--- src/rtl/mem_arbiter_pkg.sv ---
// Shared types for the instruction/data memory arbiter.
// Holds the FSM state, the transaction owner and the streak width helper.
package mem_arbiter_pkg;

  typedef enum logic [1:0] {
    IDLE,
    REQ,
    RESP
  } state_e;

  typedef enum logic {
    OWN_I,
    OWN_D
  } owner_e;

  function automatic int streak_w(input int max_b);
    return (max_b < 1) ? 1 : $clog2(max_b + 1);
  endfunction

endpackage

--- src/rtl/mem_arbiter_fair_picker.sv ---
// Winner select between fetch and data requests.
// Data side wins unless it has starved fetch for MAX_D_BURST grants.
module arb_fair_picker
  import mem_arbiter_pkg::*;
#(
  parameter int MAX_D_BURST = 2
) (
  input  logic clk,
  input  logic rst_n,
  input  logic en_i,
  input  logic i_req_i,
  input  logic d_req_i,
  output logic i_gnt_o,
  output logic d_gnt_o
);

  localparam int SW = streak_w(MAX_D_BURST);
  localparam logic [SW-1:0] SMAX = SW'(MAX_D_BURST);

  logic [SW-1:0] streak_q;
  logic [SW-1:0] streak_d;
  logic          i_wins;

  assign i_wins  = i_req_i && (!d_req_i || (streak_q == SMAX));
  assign i_gnt_o = en_i && i_wins;
  assign d_gnt_o = en_i && d_req_i && !i_wins;

  // Streak only counts data grants that actually made fetch wait.
  always_comb begin
    streak_d = streak_q;
    if (!i_req_i || i_gnt_o) begin
      streak_d = '0;
    end else if (d_gnt_o && (streak_q != SMAX)) begin
      streak_d = streak_q + SW'(1);
    end
  end

  always_ff @(posedge clk or negedge rst_n) begin
    if (!rst_n) begin
      streak_q <= '0;
    end else begin
      streak_q <= streak_d;
    end
  end

endmodule

--- src/rtl/mem_arbiter.sv ---
// Two-master arbiter in front of a single-port memory.
// One transaction in flight; response routed back to its owner.
module mem_arbiter
  import mem_arbiter_pkg::*;
#(
  parameter int AW          = 32,
  parameter int DW          = 32,
  parameter int MAX_D_BURST = 2
) (
  input  logic            clk,
  input  logic            reset_n,
  input  logic            i_req,
  input  logic [AW-1:0]   i_addr,
  output logic            i_gnt,
  output logic            i_rvalid,
  output logic [DW-1:0]   i_rdata,
  input  logic            d_req,
  input  logic [AW-1:0]   d_addr,
  input  logic            d_we,
  input  logic [DW/8-1:0] d_wstrb,
  input  logic [DW-1:0]   d_wdata,
  output logic            d_gnt,
  output logic            d_rvalid,
  output logic [DW-1:0]   d_rdata,
  output logic            m_req,
  output logic [AW-1:0]   m_addr,
  output logic            m_we,
  output logic [DW/8-1:0] m_wstrb,
  output logic [DW-1:0]   m_wdata,
  input  logic            m_gnt,
  input  logic            m_rvalid,
  input  logic [DW-1:0]   m_rdata
);

  localparam int BW = DW / 8;

  state_e          state_q, state_d;
  owner_e          own_q, own_d;
  logic [AW-1:0]   addr_q, addr_d;
  logic            we_q, we_d;
  logic [BW-1:0]   strb_q, strb_d;
  logic [DW-1:0]   wdata_q, wdata_d;
  logic            i_rv_q, i_rv_d;
  logic            d_rv_q, d_rv_d;
  logic [DW-1:0]   i_rdata_q, i_rdata_d;
  logic [DW-1:0]   d_rdata_q, d_rdata_d;

  logic pick_i;
  logic pick_d;
  logic arb_en;
  logic in_req;
  logic resp_fire;

  // Grants stay low while reset is held, even in IDLE.
  assign arb_en = (state_q == IDLE) && reset_n;
  assign in_req = (state_q == REQ);

  arb_fair_picker #(
    .MAX_D_BURST(MAX_D_BURST)
  ) u_picker (
    .clk     (clk),
    .rst_n   (reset_n),
    .en_i    (arb_en),
    .i_req_i (i_req),
    .d_req_i (d_req),
    .i_gnt_o (pick_i),
    .d_gnt_o (pick_d)
  );

  assign resp_fire = (in_req && m_gnt && m_rvalid)
                  || ((state_q == RESP) && m_rvalid);

  always_comb begin
    state_d = state_q;
    unique case (state_q)
      IDLE: begin
        if (pick_i || pick_d) begin
          state_d = REQ;
        end
      end
      REQ: begin
        if (m_gnt) begin
          state_d = m_rvalid ? IDLE : RESP;
        end
      end
      RESP: begin
        if (m_rvalid) begin
          state_d = IDLE;
        end
      end
      default: state_d = IDLE;
    endcase
  end

  // Fetches carry no write payload onto the memory bus.
  always_comb begin
    own_d   = own_q;
    addr_d  = addr_q;
    we_d    = we_q;
    strb_d  = strb_q;
    wdata_d = wdata_q;
    unique case (1'b1)
      pick_d: begin
        own_d   = OWN_D;
        addr_d  = d_addr;
        we_d    = d_we;
        strb_d  = d_wstrb;
        wdata_d = d_wdata;
      end
      pick_i: begin
        own_d   = OWN_I;
        addr_d  = i_addr;
        we_d    = 1'b0;
        strb_d  = '0;
        wdata_d = '0;
      end
      default: begin
      end
    endcase
  end

  // Write acknowledges return zero data.
  always_comb begin
    i_rv_d    = 1'b0;
    d_rv_d    = 1'b0;
    i_rdata_d = i_rdata_q;
    d_rdata_d = d_rdata_q;
    if (resp_fire) begin
      if (own_q == OWN_I) begin
        i_rv_d    = 1'b1;
        i_rdata_d = m_rdata;
      end else begin
        d_rv_d    = 1'b1;
        d_rdata_d = we_q ? '0 : m_rdata;
      end
    end
  end

  always_ff @(posedge clk or negedge reset_n) begin
    if (!reset_n) begin
      state_q   <= IDLE;
      own_q     <= OWN_I;
      addr_q    <= '0;
      we_q      <= 1'b0;
      strb_q    <= '0;
      wdata_q   <= '0;
      i_rv_q    <= 1'b0;
      d_rv_q    <= 1'b0;
      i_rdata_q <= '0;
      d_rdata_q <= '0;
    end else begin
      state_q   <= state_d;
      own_q     <= own_d;
      addr_q    <= addr_d;
      we_q      <= we_d;
      strb_q    <= strb_d;
      wdata_q   <= wdata_d;
      i_rv_q    <= i_rv_d;
      d_rv_q    <= d_rv_d;
      i_rdata_q <= i_rdata_d;
      d_rdata_q <= d_rdata_d;
    end
  end

  assign i_gnt    = pick_i;
  assign d_gnt    = pick_d;
  assign i_rvalid = i_rv_q;
  assign d_rvalid = d_rv_q;
  assign i_rdata  = i_rdata_q;
  assign d_rdata  = d_rdata_q;

  assign m_req   = in_req;
  assign m_addr  = in_req ? addr_q  : '0;
  assign m_we    = in_req ? we_q    : 1'b0;
  assign m_wstrb = in_req ? strb_q  : '0;
  assign m_wdata = in_req ? wdata_q : '0;

endmodule

--- config.mk ---
export PLATFORM = sky130hd
export DESIGN_NAME = mem_arbiter
export DESIGN_NICKNAME = d
export VERILOG_FILES = /design/src/rtl/mem_arbiter_pkg.sv /design/src/rtl/mem_arbiter_fair_picker.sv /design/src/rtl/mem_arbiter.sv
export SDC_FILE = /design/constraint.sdc
export NUM_CORES = 1
export LEC_CHECK = 0
export BUFFER_PORTS_ARGS = -buffer_cell sky130_fd_sc_hd__buf_2
export CAP_MARGIN = 20
export CORE_ASPECT_RATIO = 1.75
export CORE_MARGIN = 10
export CORE_UTILIZATION = 40
export CTS_CLUSTER_SIZE = 28
export DETAILED_ROUTE_END_ITERATION = 10
export PLACE_DENSITY = 0.7
export SLEW_MARGIN = 30
export SYNTH_ARGS = -nofsm -noshare
export SYNTH_HDL_FRONTEND = slang
export SYNTH_HIERARCHICAL = 1
export SYNTH_SLANG_ARGS = --single-unit
--- constraint.sdc ---
create_clock -name clk -period 2.3 [get_ports clk]
set_clock_uncertainty 0.1 [all_clocks]
set_input_delay 0.46 -clock clk [delete_from_list [all_inputs] [get_ports clk]]
set_output_delay 0.46 -clock clk [all_outputs]
set_load 0.01 [all_outputs]
Word-level counts from Yosys, hierarchy flattened
Index checks and enable logic that the tools add are counted.
W data, S select, Z words.
- flip-flop bits (word level): 140
- input bits: 139
- output and inout port bits: 138
- logic and storage cells: 63
- add/subtract/negate cells: 1
- eq/ne operators: 7
- mux-type cells: 21
- bitwise logic cells: 1
- reduce and logical (&&, ||, !) cells: 22
- operators by type and width (operator ; number):
    $pmux W32 S2 ; 2
    $mux W32 ; 3
    $mux W2 ; 6
    $logic_and A1 B1 Y1 ; 9
    $pmux W4 S2 ; 1
    $ne A2 B2 Y1 const B ; 3
    $pmux W2 S3 ; 1
    $mux W1 ; 5
    $eq A2 B2 Y1 const B ; 2
    $logic_or A1 B1 Y1 ; 4
    $mux W4 ; 1
    $pmux W1 S2 ; 2
    $reduce_and A2 Y1 ; 2
    $reduce_bool A2 Y1 ; 2
    $logic_not A1 Y1 ; 3
    $reduce_and A3 Y1 ; 1
    $add A2 B1 Y2 const B ; 1
    $eq A2 B1 Y1 const B ; 1
    $logic_not A2 Y1 ; 1
    $ne A2 B1 Y1 const B ; 1
    $not A1 Y1 ; 1

Depth between registers and ports, before layout
- word-level depth: 8
- mapped depth: 8
- gate-level depth less buffers: 6

Modules after synthesis
Netlist, hierarchy kept.
- modules (own cells, without submodules) (module ; times used ; cells each ; area an instance (um2) ; sequential area each (um2)):
    mem_arbiter ; 1 ; 494 ; 6097.1 ; 3453.3
    arb_fair_picker ; 1 ; 15 ; 141.4 ; 50.0

Least setup slack after synthesis
No wires, ideal clock.
- path type: input -> register
- start point: input port reset_n
- end point: register addr_q[2]
- setup time: 0.135 ns
- arrival time: 1.957 ns
- required time: 2.065 ns
- path slack: 0.108 ns
- cell stages on the path: 7
- path buffers: 2
- cells stage by stage: nor3b_1 -> nand2_1 -> a21oi_1 -> clkbuf_1 -> buf_2 -> mux2i_1 -> o21ai_0
- longest elaborated chain between the ends: 4
- elaborated cells between the ends (all ways): 6
- those cells by class: mux (1); reduce/logical (5)
- RTL lines (element ; line ; source):
    start: declaration ; mem_arbiter.sv:11 ; input logic reset_n,
    $logic_and A1 B1 Y1 (*) ; mem_arbiter.sv:55 ; assign arb_en = (state_q == IDLE) && reset_n;
    $logic_and A1 B1 Y1 (*) (2 in a row) ; mem_arbiter_fair_picker.sv:26 ; assign d_gnt_o = en_i && d_req_i && !i_wins;
    net d_gnt ; mem_arbiter.sv:22 ; output logic d_gnt,
    $pmux W32 S2 or $reduce_bool A2 Y1 (tied branches) ; -- ;
    end signal: assignment ; mem_arbiter.sv:154 ; addr_q <= addr_d;
    end: declaration ; mem_arbiter.sv:39 ; logic [AW-1:0] addr_q, addr_d;
Mark *: on every way through the listed nets, which the timed path passes. The rest lies on a longest branch.
A chain may end at the register's enable or synchronous reset.

Worst setup path in the final report
- start point: register state_q[0]
- end point: output port m_addr[26]
- longest elaborated chain between the ends: 2
- RTL lines (element ; line ; source):
    start: declaration ; mem_arbiter.sv:37 ; state_e state_q, state_d;
    start signal: assignment ; mem_arbiter.sv:152 ; state_q <= state_d;
    $eq A2 B1 Y1 ; mem_arbiter.sv:56 ; assign in_req = (state_q == REQ);
    $mux W32 ; mem_arbiter.sv:173 ; assign m_addr = in_req ? addr_q : '0;
    end: declaration ; mem_arbiter.sv:26 ; output logic [AW-1:0] m_addr,
Every way passes these cells.

==> out/qor.csv <==
stage,metric,value,unit
synth,synth_top_family_by_area,multiplexers,
sta,setup-tns-final,0,ns
drt,drt_first_iter_violations,190,
synth,synth-main-ff-cell,dfrtp_1,
sta,drv_slew,0,
synth,ys_seq_area_frac,0.5616,
critical_path,rr_startpoint,state_q[1],
drt,drt_wl_total,19320,µm
synth,synth_compound_area_frac,0.08223,
final_layout,post_route_cells_drive_above_1_share,0.4672,
global_routing,grt_pass1_wl,28900,µm
synth,synthXorXnorAreaFrac,0,
clock_tree,ctsLongestPathBuffers,2,
sta,clock.fmax,444.8,MHz
critical_path,worstReg2RegEnd,addr_q[22],
placed_design,dp_hpwl,13210,µm
synth,netlist.top_cell.by_area,dfrtp_1,
placed_design,io_buffer_count,276,
synth,syn-instance-count,509,
die,io_pins,277,
sta,slew_headroom,0.4672,
global_routing,globalRouteTotalUtil,0.1708,
clock_tree,tritoncts,yes,
final_layout,fillers,1362,
clock_tree,numCtsBuffers,17,
synth,post_synth_main_area_contributors,"dfrtp_1, mux2i_1, mux2_4",
placed_design,final_weighted_congestion_in_routability_driven_placement,0.7847,
sta,worst_hold_slack,0.05025,ns
synth,post_synth_instance_area,6238,µm²
synth,synth_largest_type_area_fraction,0.5616,
synth,synth_top_cells_by_count,"dfrtp_1, and2_1, mux2i_1, nor2_1, nand2_1",
sta,fraction_of_the_cycle_the_final_worst_path_needs,0.9776,
clock_tree,clock_latency,0.40,ns
die,initial_utilization,0.4074,
critical_path,critical_path_cell_sequence,buf_6 > nor2b_4 > buf_12 > clkbuf_16 > and2_1 > buf_2,
sta,period_minus_slack,2.248,ns
synth,yosys.cell_types.count,30,
drt,num_vias,4830,
synth,synth_warnings,6,
clock_tree,clock-root-buffer,clkbuf_16,
final_layout,nNetsFinal,936,
job,maxCapViolCount,0,
synth,post_synth_mux_area_share,0.1859,
critical_path,worst_setup_path_start_kind,register,
global_routing,grt_start_max_net_pins,141,
drt,route.detailed.wl_per_inst,19.35,µm
critical_path,required,1.74,ns
final_layout,final_util,0.5640,
pwr,power.static_leakage,4.412,nW
die,floorplan.die_area,21190,µm²
drt,drt-vias-per-instance,4.840,
clock_tree,ctsHtreeMaxLevel,4,
clock_tree,cts.sinks,140,
synth,number_of_enable_type_register_cells_in_the_synthesized_netlist,0,
drt,drt_pre_antenna_iters,4,
sta,final-setup-viol-count,0,
critical_path,critical-path-slowest-cell,dfrtp_1,
sta,tightestPinTransition,0.7993,ns
synth,synth.avg_cell_area,12.26,µm²
synth,post-synth-top-count-cell,dfrtp_1,
synth,ys_seq_elements,140,
pwr,power_density,1338,nW/µm²
global_routing,gr-total-overflow,0,
drt,drc,0,
synth,adder_and_majority_cell_fraction_of_the_synthesized_area,0.002006,
critical_path,crit_fanout,9,
min_path,hold_path.class,in -> async,
pwr,ir_drop,548.6,µV
die,num_rows,60,
global_routing,grt_antenna_before_repair,3,
sta,hold_viol,0,
synth,area_fraction_in_and_or_nand_and_nor_cells_after_synthesis,0.1306,
drt,antenna_left,0,
critical_path,slowest_delay,0.37,ns
critical_path,critPathKind,reg -> out,
clock_tree,clkTransAtPathRegs,0.07,ns
global_routing,first_global_vias,5180,
die,core,15310,µm²
critical_path,r2r_cells,8,
pwr,total_power,11.56,mW
critical_path,reg2reg_setup_slack,0.34,ns
critical_path,cp_data_arrival_time,1.69,ns
status,outcome,"complete, no violations",
die,horizontal_extent_of_the_die,114.4,µm
critical_path,endpoint_kind,output pin,
die,dieHeight,185.2,µm
synth,synth_nets,649,
final_layout,area_growth_from_synthesis_to_final_layout,38.45,%
synth,synthArstFlopShare,1.000,
-- registers in the layout, summed over array words and instances, names as in the netlist --
signal             count
i_rvalid               1
addr_q                32
i_rdata               32
state_q                2
d_rdata               32
wdata_q               32
we_q                   1
strb_q                 4
u_picker/streak_q      2
d_rvalid               1
own_q                  1
-- critical path: cells and delay by family (launching register included) --
kind	cells	cell delay, ns
simple gates	2	0.34
flops	1	0.37
buf+inv	4	0.57
-- logic make-up (layout without fill, tap and decap cells) --
logic type	Yosys count	in the layout
multiplexers	101	101
other	0	3
adder cells (fa/ha/maj)	1	1
AND/OR/NAND/NOR	154	154
AO/OA/AOI/OAI	73	73
buffers and inverters	40	340
flip-flops	140	140
-- layer usage --
metal,share of wire,GRT usage,up-vias
met5,0.0014,0,-
met2,0.52,0.2819,156
li1,-,-,2309
met4,0.017,0.05737,4
met1,0.40,0.1992,2341
met3,0.068,0.06187,20
-- power by group --
part           internal, mW  switching [mW]
clock network          1.53            1.19
registers              3.64           0.593
logic                  2.34            2.25
total                  7.52            4.04
-- layout by cell type (no fill, tap or decap), types with 2 or more instances in the layout --
| cell | n |
|---|---|
| clkinv_2 | 2 |
| buf_12 | 9 |
| inv_1 | 3 |
| o21a_1 | 2 |
| a22o_1 | 32 |
| nand2_1 | 34 |
| buf_6 | 3 |
| and4bb_1 | 2 |
| mux2_4 | 29 |
| and2_1 | 69 |
| inv_8 | 3 |
| clkbuf_16 | 19 |
| buf_2 | 274 |
| o21ai_0 | 32 |
| buf_4 | 16 |
| nor2_1 | 40 |
| a21oi_4 | 3 |
| dfrtp_1 | 139 |
| inv_6 | 7 |
| mux2i_1 | 69 |
| diode_2 | 3 |
| clkinvlp_4 | 2 |
| nor2b_1 | 2 |
| mux2_2 | 3 |
-- stage by stage --
| stage | cell area (µm²) | setup slack [ns] | std cells |
|---|---|---|---|
| after global placement | 7873 | 0.2623 | 950 |
| after detailed placement | 7873 | 0.2615 | 950 |
| after global routing | 8630 | -0.009002 | 995 |
| after CTS | 8457 | 0.005329 | 983 |
| after floorplan | 6238 | 0.1084 | 509 |
| final | 8637 | 0.05157 | 998 |
-- timing repair --
action,in CTS,in global routing
resized for setup,1,6
buffers inserted,1,7
cloned,0,5
hold buffers,0,0
endpoints found under the setup margin,2,8
-- how the worst max path moves through the flow --
stage                     startpoint         end  slack (ns)  cells after the start
after floorplan              reset_n   addr_q[2]        0.11                      7
after global placement       reset_n  addr_q[30]        0.26                      8
after detailed placement     reset_n  addr_q[22]        0.26                      8
after CTS                 state_q[1]       i_gnt       0.005                      5
after global routing      state_q[1]       i_gnt      -0.009                      5
final                     state_q[0]  m_addr[26]        0.05                      6
-- layout make-up --
| type | instances | area, µm² | area share |
|---|---|---|---|
| sequential | 140 | 3505 | 0.4058 |
| tap | 186 | 232.7 | 0.02694 |
| inverter | 3 | 11.26 | 0.001304 |
| clock buffer | 17 | 425.4 | 0.04925 |
| multi-input combinational | 329 | 2535 | 0.2935 |
| timing repair buffer | 305 | 1770 | 0.2050 |
| antenna | 3 | 7.507 | 0.0008692 |
| clock inverter | 15 | 150.1 | 0.01738 |
Note: power is estimated with default switching activity, not from simulation.
